File: src/rtl/router_reg.sv
// Router datapath register stage: captures the header, buffers the byte that
// arrives as the FIFO fills, drives the FIFO write data and tracks packet parity.
module router_reg #(
    parameter int WIDTH = 8
) (
    input  logic             clock,
    input  logic             resetn,
    input  logic             pkt_valid,
    input  logic [WIDTH-1:0] data_in,
    input  logic             fifo_full,
    input  logic             detect_add,
    input  logic             lfd_state,
    input  logic             ld_state,
    input  logic             laf_state,
    input  logic             full_state,
    input  logic             rst_int_reg,
    output logic             parity_done,
    output logic             low_packet_valid,
    output logic             err,
    output logic [WIDTH-1:0] dout
);

    logic [WIDTH-1:0] hdr;
    logic [WIDTH-1:0] full_byte;
    logic [WIDTH-1:0] int_parity;
    logic [WIDTH-1:0] pkt_parity;

    // Address 2'b11 names no output port, so such a header is not latched.
    always_ff @(posedge clock or negedge resetn) begin
        if (!resetn)
            hdr <= '0;
        else if (detect_add && pkt_valid && (data_in[1:0] != 2'b11))
            hdr <= data_in;
    end

    always_ff @(posedge clock or negedge resetn) begin
        if (!resetn)
            dout <= '0;
        else if (lfd_state)
            dout <= hdr;
        else if (ld_state && !fifo_full)
            dout <= data_in;
        else if (laf_state)
            dout <= full_byte;
    end

    always_ff @(posedge clock or negedge resetn) begin
        if (!resetn)
            full_byte <= '0;
        else if (ld_state && fifo_full)
            full_byte <= data_in;
    end

    // A byte diverted to full_byte is still part of the payload parity.
    always_ff @(posedge clock or negedge resetn) begin
        if (!resetn)
            int_parity <= '0;
        else if (detect_add)
            int_parity <= '0;
        else if (lfd_state)
            int_parity <= int_parity ^ hdr;
        else if (ld_state && pkt_valid && !full_state)
            int_parity <= int_parity ^ data_in;
    end

    always_ff @(posedge clock or negedge resetn) begin
        if (!resetn)
            pkt_parity <= '0;
        else if (detect_add)
            pkt_parity <= '0;
        else if (ld_state && !pkt_valid)
            pkt_parity <= data_in;
    end

    always_ff @(posedge clock or negedge resetn) begin
        if (!resetn)
            parity_done <= 1'b0;
        else if (detect_add)
            parity_done <= 1'b0;
        else if ((ld_state && !fifo_full && !pkt_valid) ||
                 (laf_state && low_packet_valid && !parity_done))
            parity_done <= 1'b1;
    end

    always_ff @(posedge clock or negedge resetn) begin
        if (!resetn)
            low_packet_valid <= 1'b0;
        else if (rst_int_reg)
            low_packet_valid <= 1'b0;
        else if (ld_state && !pkt_valid)
            low_packet_valid <= 1'b1;
    end

    // Compares one clock after parity_done so both parity registers are settled.
    always_ff @(posedge clock or negedge resetn) begin
        if (!resetn)
            err <= 1'b0;
        else if (detect_add)
            err <= 1'b0;
        else if (parity_done && (int_parity != pkt_parity))
            err <= 1'b1;
    end

endmodule

File: config.mk
export PLATFORM = sky130hd
export DESIGN_NAME = router_reg
export DESIGN_NICKNAME = d
export VERILOG_FILES = /design/src/rtl/router_reg.sv
export SDC_FILE = /design/constraint.sdc
export NUM_CORES = 1
export LEC_CHECK = 0
export CORE_ASPECT_RATIO = 0.7
export CORE_UTILIZATION = 40
export CTS_BUF_LIST = sky130_fd_sc_hd__clkbuf_8
export DETAILED_ROUTE_END_ITERATION = 7
export HOLD_SLACK_MARGIN = 0.15
export PLACE_DENSITY = 0.71
export SLEW_MARGIN = 0
export SYNTH_ARGS = -nofsm -noshare
export SYNTH_HDL_FRONTEND = slang
export SYNTH_SLANG_ARGS = --single-unit
export TNS_END_PERCENT = 5
File: constraint.sdc
create_clock -name clock -period 1.4 [get_ports clock]
set_input_delay 0.14 -clock clock [delete_from_list [all_inputs] [get_ports clock]]
set_output_delay 0.14 -clock clock [all_outputs]
set_load 0.005 [all_outputs]
### Word level (Yosys, flattened, before mapping)

Cells that the tools add are included.

| operators by class | value |
|---|---|
| div/mod/pow operators | 0 |
| shift-type cells | 0 |
| bitwise logic cells | 2 |
| $mul | 0 |
| equal/unequal tests | 2 |
| reductions and logical operators | 22 |
| add/sub/neg operators | 0 |
| order comparisons | 0 |
| multiplexer cells | 14 |

Operator list:

| operator | count |
|---|---|
| 8-bit two-way mux | 8 |
| 8-bit bitwise XOR | 2 |
| 1-bit logical AND | 11 |
| 8-bit != test | 1 |
| 2-bit nonzero test | 4 |
| 1-bit two-way mux | 6 |
| 3-bit nonzero test | 2 |
| 1-bit zero test | 4 |
| 2-bit != test (second input constant) | 1 |
| 1-bit logical OR | 1 |

| storage, ports and cells | value |
|---|---|
| memories | 0 |
| bits in writable memories | 0 |
| bits in latches | 0 |
| flip-flop bits (word level) | 43 |
| ROM bits | 0 |
| logic and storage cells | 48 |
| bits of input ports | 18 |
| output and inout bits | 11 |

### Longest topological paths before layout

| depth | value |
|---|---|
| depth after elaboration | 6 |
| depth in mapped cells | 6 |
| gate-level depth less buffers | 4 |

### Least setup slack after synthesis

No wires, ideal clock.

| path | value |
|---|---|
| path kind | in2reg |
| start point | input fifo_full |
| end point | register dout[0] |
| stages | 5 |
| data required time | 1.323 ns |
| arrival time | 0.989 ns |
| path slack | 0.334 ns |
| buffers on the path | 2 |
| library setup time | 0.077 ns |
| cells stage by stage | nand2b_1 > buf_4 > buf_6 > a311o_1 > a21oi_1 |

| between the ends | value |
|---|---|
| word-level cells in the longest chain between the ends | 4 |
| elaborated cells on any way between the ends | 5 |
| classes of those cells | 2 x mux; 3 x reduce/logical |

RTL lines:

| item | RTL line | text |
|---|---|---|
| start, declared | 10 | `input logic fifo_full,` |
| 1-bit zero test * | 41 | `else if (ld_state && !fifo_full)` |
| 1-bit logical AND * | 41 |  |
| 8-bit two-way mux | 41 |  |
| 8-bit two-way mux | 39 | `else if (lfd_state)` |
| end signal, assigned | 40 | `dout <= hdr;` |
| end signal, assigned | 42 | `dout <= data_in;` |
| end signal, assigned | 44 | `dout <= full_byte;` |
| end, declared | 20 | `output logic [WIDTH-1:0] dout` |

Every way passes the cells marked *; elsewhere a longest branch is shown, timed or not.
A chain may end at the register's enable or synchronous reset.

### Worst setup path in the final report

| path | value |
|---|---|
| start point | register parity_done |
| end point | output parity_done |

RTL lines:

| item | RTL line | text |
|---|---|---|
| start, declared | 17 | `output logic parity_done,` |
| start signal, assigned | 77 | `parity_done <= 1'b0;` |
| start signal, assigned | 79 | `parity_done <= 1'b0;` |
| start signal, assigned | 82 | `parity_done <= 1'b1;` |

No word-level cell between the ends.

==> results.md <==
- Outcome: finished clean
- Post-synth cell types: 20
- Leakage power: 1.23 nW
- Power Density: about 1200 mW/mm^2
- Crit. End Element: output port
- Seq/Total Area, Yosys: 0.528
- Util after Layout: 0.570
- DRT Wirelength: 4600 um
- Die height: 61.7 um
- Vias in the first global route: roughly 1700
- Number of remaining DRC errors: 0
- Vias: roughly 1600
- CTS Buf Count: 5
- Worst Path Arrival: about 1.2 ns
- Area post-placement: approximately 0.0026 mm^2
- N_diodes: 0
- Max-cap violations: 0
- Post-DP HPWL: between 3000 and 4000 um
- Insertion delay to the later sink of the worst-skew pair: roughly 0.29 ns
- Clock Tree Buf Depth: 2
- Clock Pin Slew Worst Setup and Hold Paths: about 0.080 ns
- Endpoints failing setup: 0
- Reg power frac: 0.471
- Crit path launch type: flip-flop
- GR Overflow Total: 0
- Peak supply drop: roughly 550 uV
- Crit Path Category: reg -> out
- Worst Tran Pin Value: around 0.38 ns
- GRT Overall Usage: 0.198
- Global placement routability congestion: 0.768
- Crit Path Max Fanout: 3
- Buffer and inverter count on the worst path: 1
- Total Nets Final: roughly 280
- H-tree levels: 2
- P_int: 2.39 mW
- Wirelength per Cell: about 14 um
- Commonest non-fill, non-tap cell in the layout: dfrtp_1
- Synthesized flop and latch total: 43
- Vias per std cell: between 4 and 5
- Worst path slowest cell: clkdlybuf4s50_1
- Die W: around 87 um
- Clock root buffer: clkbuf_8
- Slew headroom: 0.746
- Layout cells sized above 1: 0.211
- Row count: 21
- Clk pwr share: 0.312
- Gate Count Post-Synth: 206
- Ys Warns: 0
- Mapped Area: between 0.002 and 0.0025 mm^2
- Final Instance Area: between 0.002 and 0.003 mm^2
- Clk_skew: between 0.005 and 0.006 ns
- Synth area leaders: dfrtp_1, mux2_2, xnor2_1, nor2_1, nand2_1
- Net Sw Frac: 0.252
- Starting DRT DRC Count: 90
- Initial antenna violation count: 0
- First-pass GRT wire length: 8000 um
- Number of I/O pins: 29
- Crit path max-delay family: buffers and inverters
- Slowest Stage Delay on Critical Path: ~0.51 ns
- Fmax: roughly 0.75 GHz
- Core ar.: between 0.004 and 0.005 mm^2
- Crit path required time: about 1.3 ns
- Sw Pwr: 0.803 mW
- RSZ-0062 raised after global routing: no
- Syn Area/Cell: around 10 um^2
- Largest net degree at the start of global routing: between 40 and 50
- Starting Density: 0.421
- Logic gate share of total power: 0.217
- Layout area overhead: 35.2%
- Top-area cell type share of the netlist area: 0.528
- Hold Fails Final Rpt: 0
- Critical-path cell list: clkdlybuf4s50_1
- Most area-hungry cell type in the Yosys netlist: dfrtp_1
- CTS sink count: 43
- Commonest non-fill, non-tap cells in the layout: dfrtp_1, nor2_1, buf_4, nand2_1, clkdlybuf4s50_1
- TritonRoute pass-1 iters: 6
- Max-slew violations: 0
- Type of the worst min-delay path: in -> async
- Fin crit period: 1.33 ns
- IO Port Bufs: 28
- Mapped Nets: between 200 and 250
- TNS Setup: 0 ns
- Period utilization: 0.953
- CTS tree: yes
- Fin Hold WS: 0.352 ns
- Die area: ~0.0054 mm^2
- DRT antenna net count: 0
[cell type report]
cell class / instances / area [um^2]
Clock buffer: 6 / 82.6
Inverter: 9 / 33.8
Tap cell: 69 / 86.3
Sequential cell: 43 / 1080
Fill cell: 447 / 2080
Timing Repair Buffer: 61 / 563
Clock inverter: 2 / 35.0
Multi-Input combinational cell: 144 / 877
[sequential cells by signal (all words and copies together) (netlist names)]
name,flops
dout,8
err,1
full_byte,8
hdr,8
int_parity,8
low_packet_valid,1
parity_done,1
pkt_parity,8
[routing by layer]
metal	global-route usage	share of wire
met1	0.269	0.49
met5	0	0
met2	0.331	0.45
met3	0.0476	0.060
met4	0.0422	0.0063
[per-stage QoR]
stage	instances	setup WS (ns)	power, mW
2_1_floorplan	206	0.334	1.87
3_3_place_gp	325	-0.229	2.20
3_5_place_dp	325	-0.326	2.22
4_1_cts	334	0.0456	3.24
5_1_grt	334	0.00472	3.38
6_report	334	0.0659	3.19
[synth_stat cells]
| library cell | number |
|---|---|
| a211oi_1 | 1 |
| a21o_1 | 1 |
| a21oi_1 | 16 |
| a22oi_1 | 8 |
| a311o_1 | 8 |
| buf_2 | 3 |
| buf_4 | 1 |
| buf_6 | 1 |
| clkbuf_1 | 5 |
| dfrtp_1 | 43 |
| inv_1 | 9 |
| mux2_2 | 14 |
| nand2_1 | 27 |
| nand2b_1 | 10 |
| nand3b_1 | 1 |
| nand4_1 | 2 |
| nor2_1 | 36 |
| nor2b_1 | 2 |
| o21ai_0 | 2 |
| xnor2_1 | 16 |
[logic make-up after synthesis]
group | count (synthesis) | synth area share
AO/OA/AOI/OAI | 36 | 0.120
XOR/XNOR | 16 | 0.0688
buffers and inverters | 19 | 0.0424
flip-flops | 43 | 0.528
multiplexers | 14 | 0.0774
AND/OR/NAND/NOR | 78 | 0.163
[path summary, 6_finish.rpt]
kind / from / end / slack (ns) / cells past startpoint
setup / recovery: parity_done$_DFFE_PN0P_ / parity_done / 0.07 / 1
hold / removal: resetn / dout[5]$_DFFE_PN0P_ / 0.35 / 3
setup reg to reg: int_parity[2]$_DFFE_PN0P_ / err$_DFFE_PN0P_ / 0.29 / 4
hold reg to reg: hdr[0]$_DFFE_PN0P_ / hdr[0]$_DFFE_PN0P_ / 0.51 / 2
max in group asynchronous: resetn / hdr[6]$_DFFE_PN0P_ / 0.84 / 3
min in group clock: rst_int_reg / low_packet_valid$_DFFE_PN0P_ / 0.37 / 2
[tightest hold or removal path: stages]
cell and delay (ns):
dlygate4sd3_1 0.52, buf_2 0.12, buf_12 0.24
[power by group through the flow]
stage               Combinational (mW)  Clock, mW  Sequential (mW)
global route                     0.770       1.09             1.52
floorplan                        0.356          0             1.51
CTS                              0.698       1.04             1.50
detailed placement               0.692          0             1.53
finish                           0.691      0.996             1.50
global placement                 0.676          0             1.52
[repair_timing]
action,in CTS,in global routing
hold buffers,1,0
endpoints found under the setup margin,3,0
gates resized for setup,1,0
buffers inserted,0,0
hold endpoints to repair,43,0
Note: power is estimated with default switching activity, not from simulation.
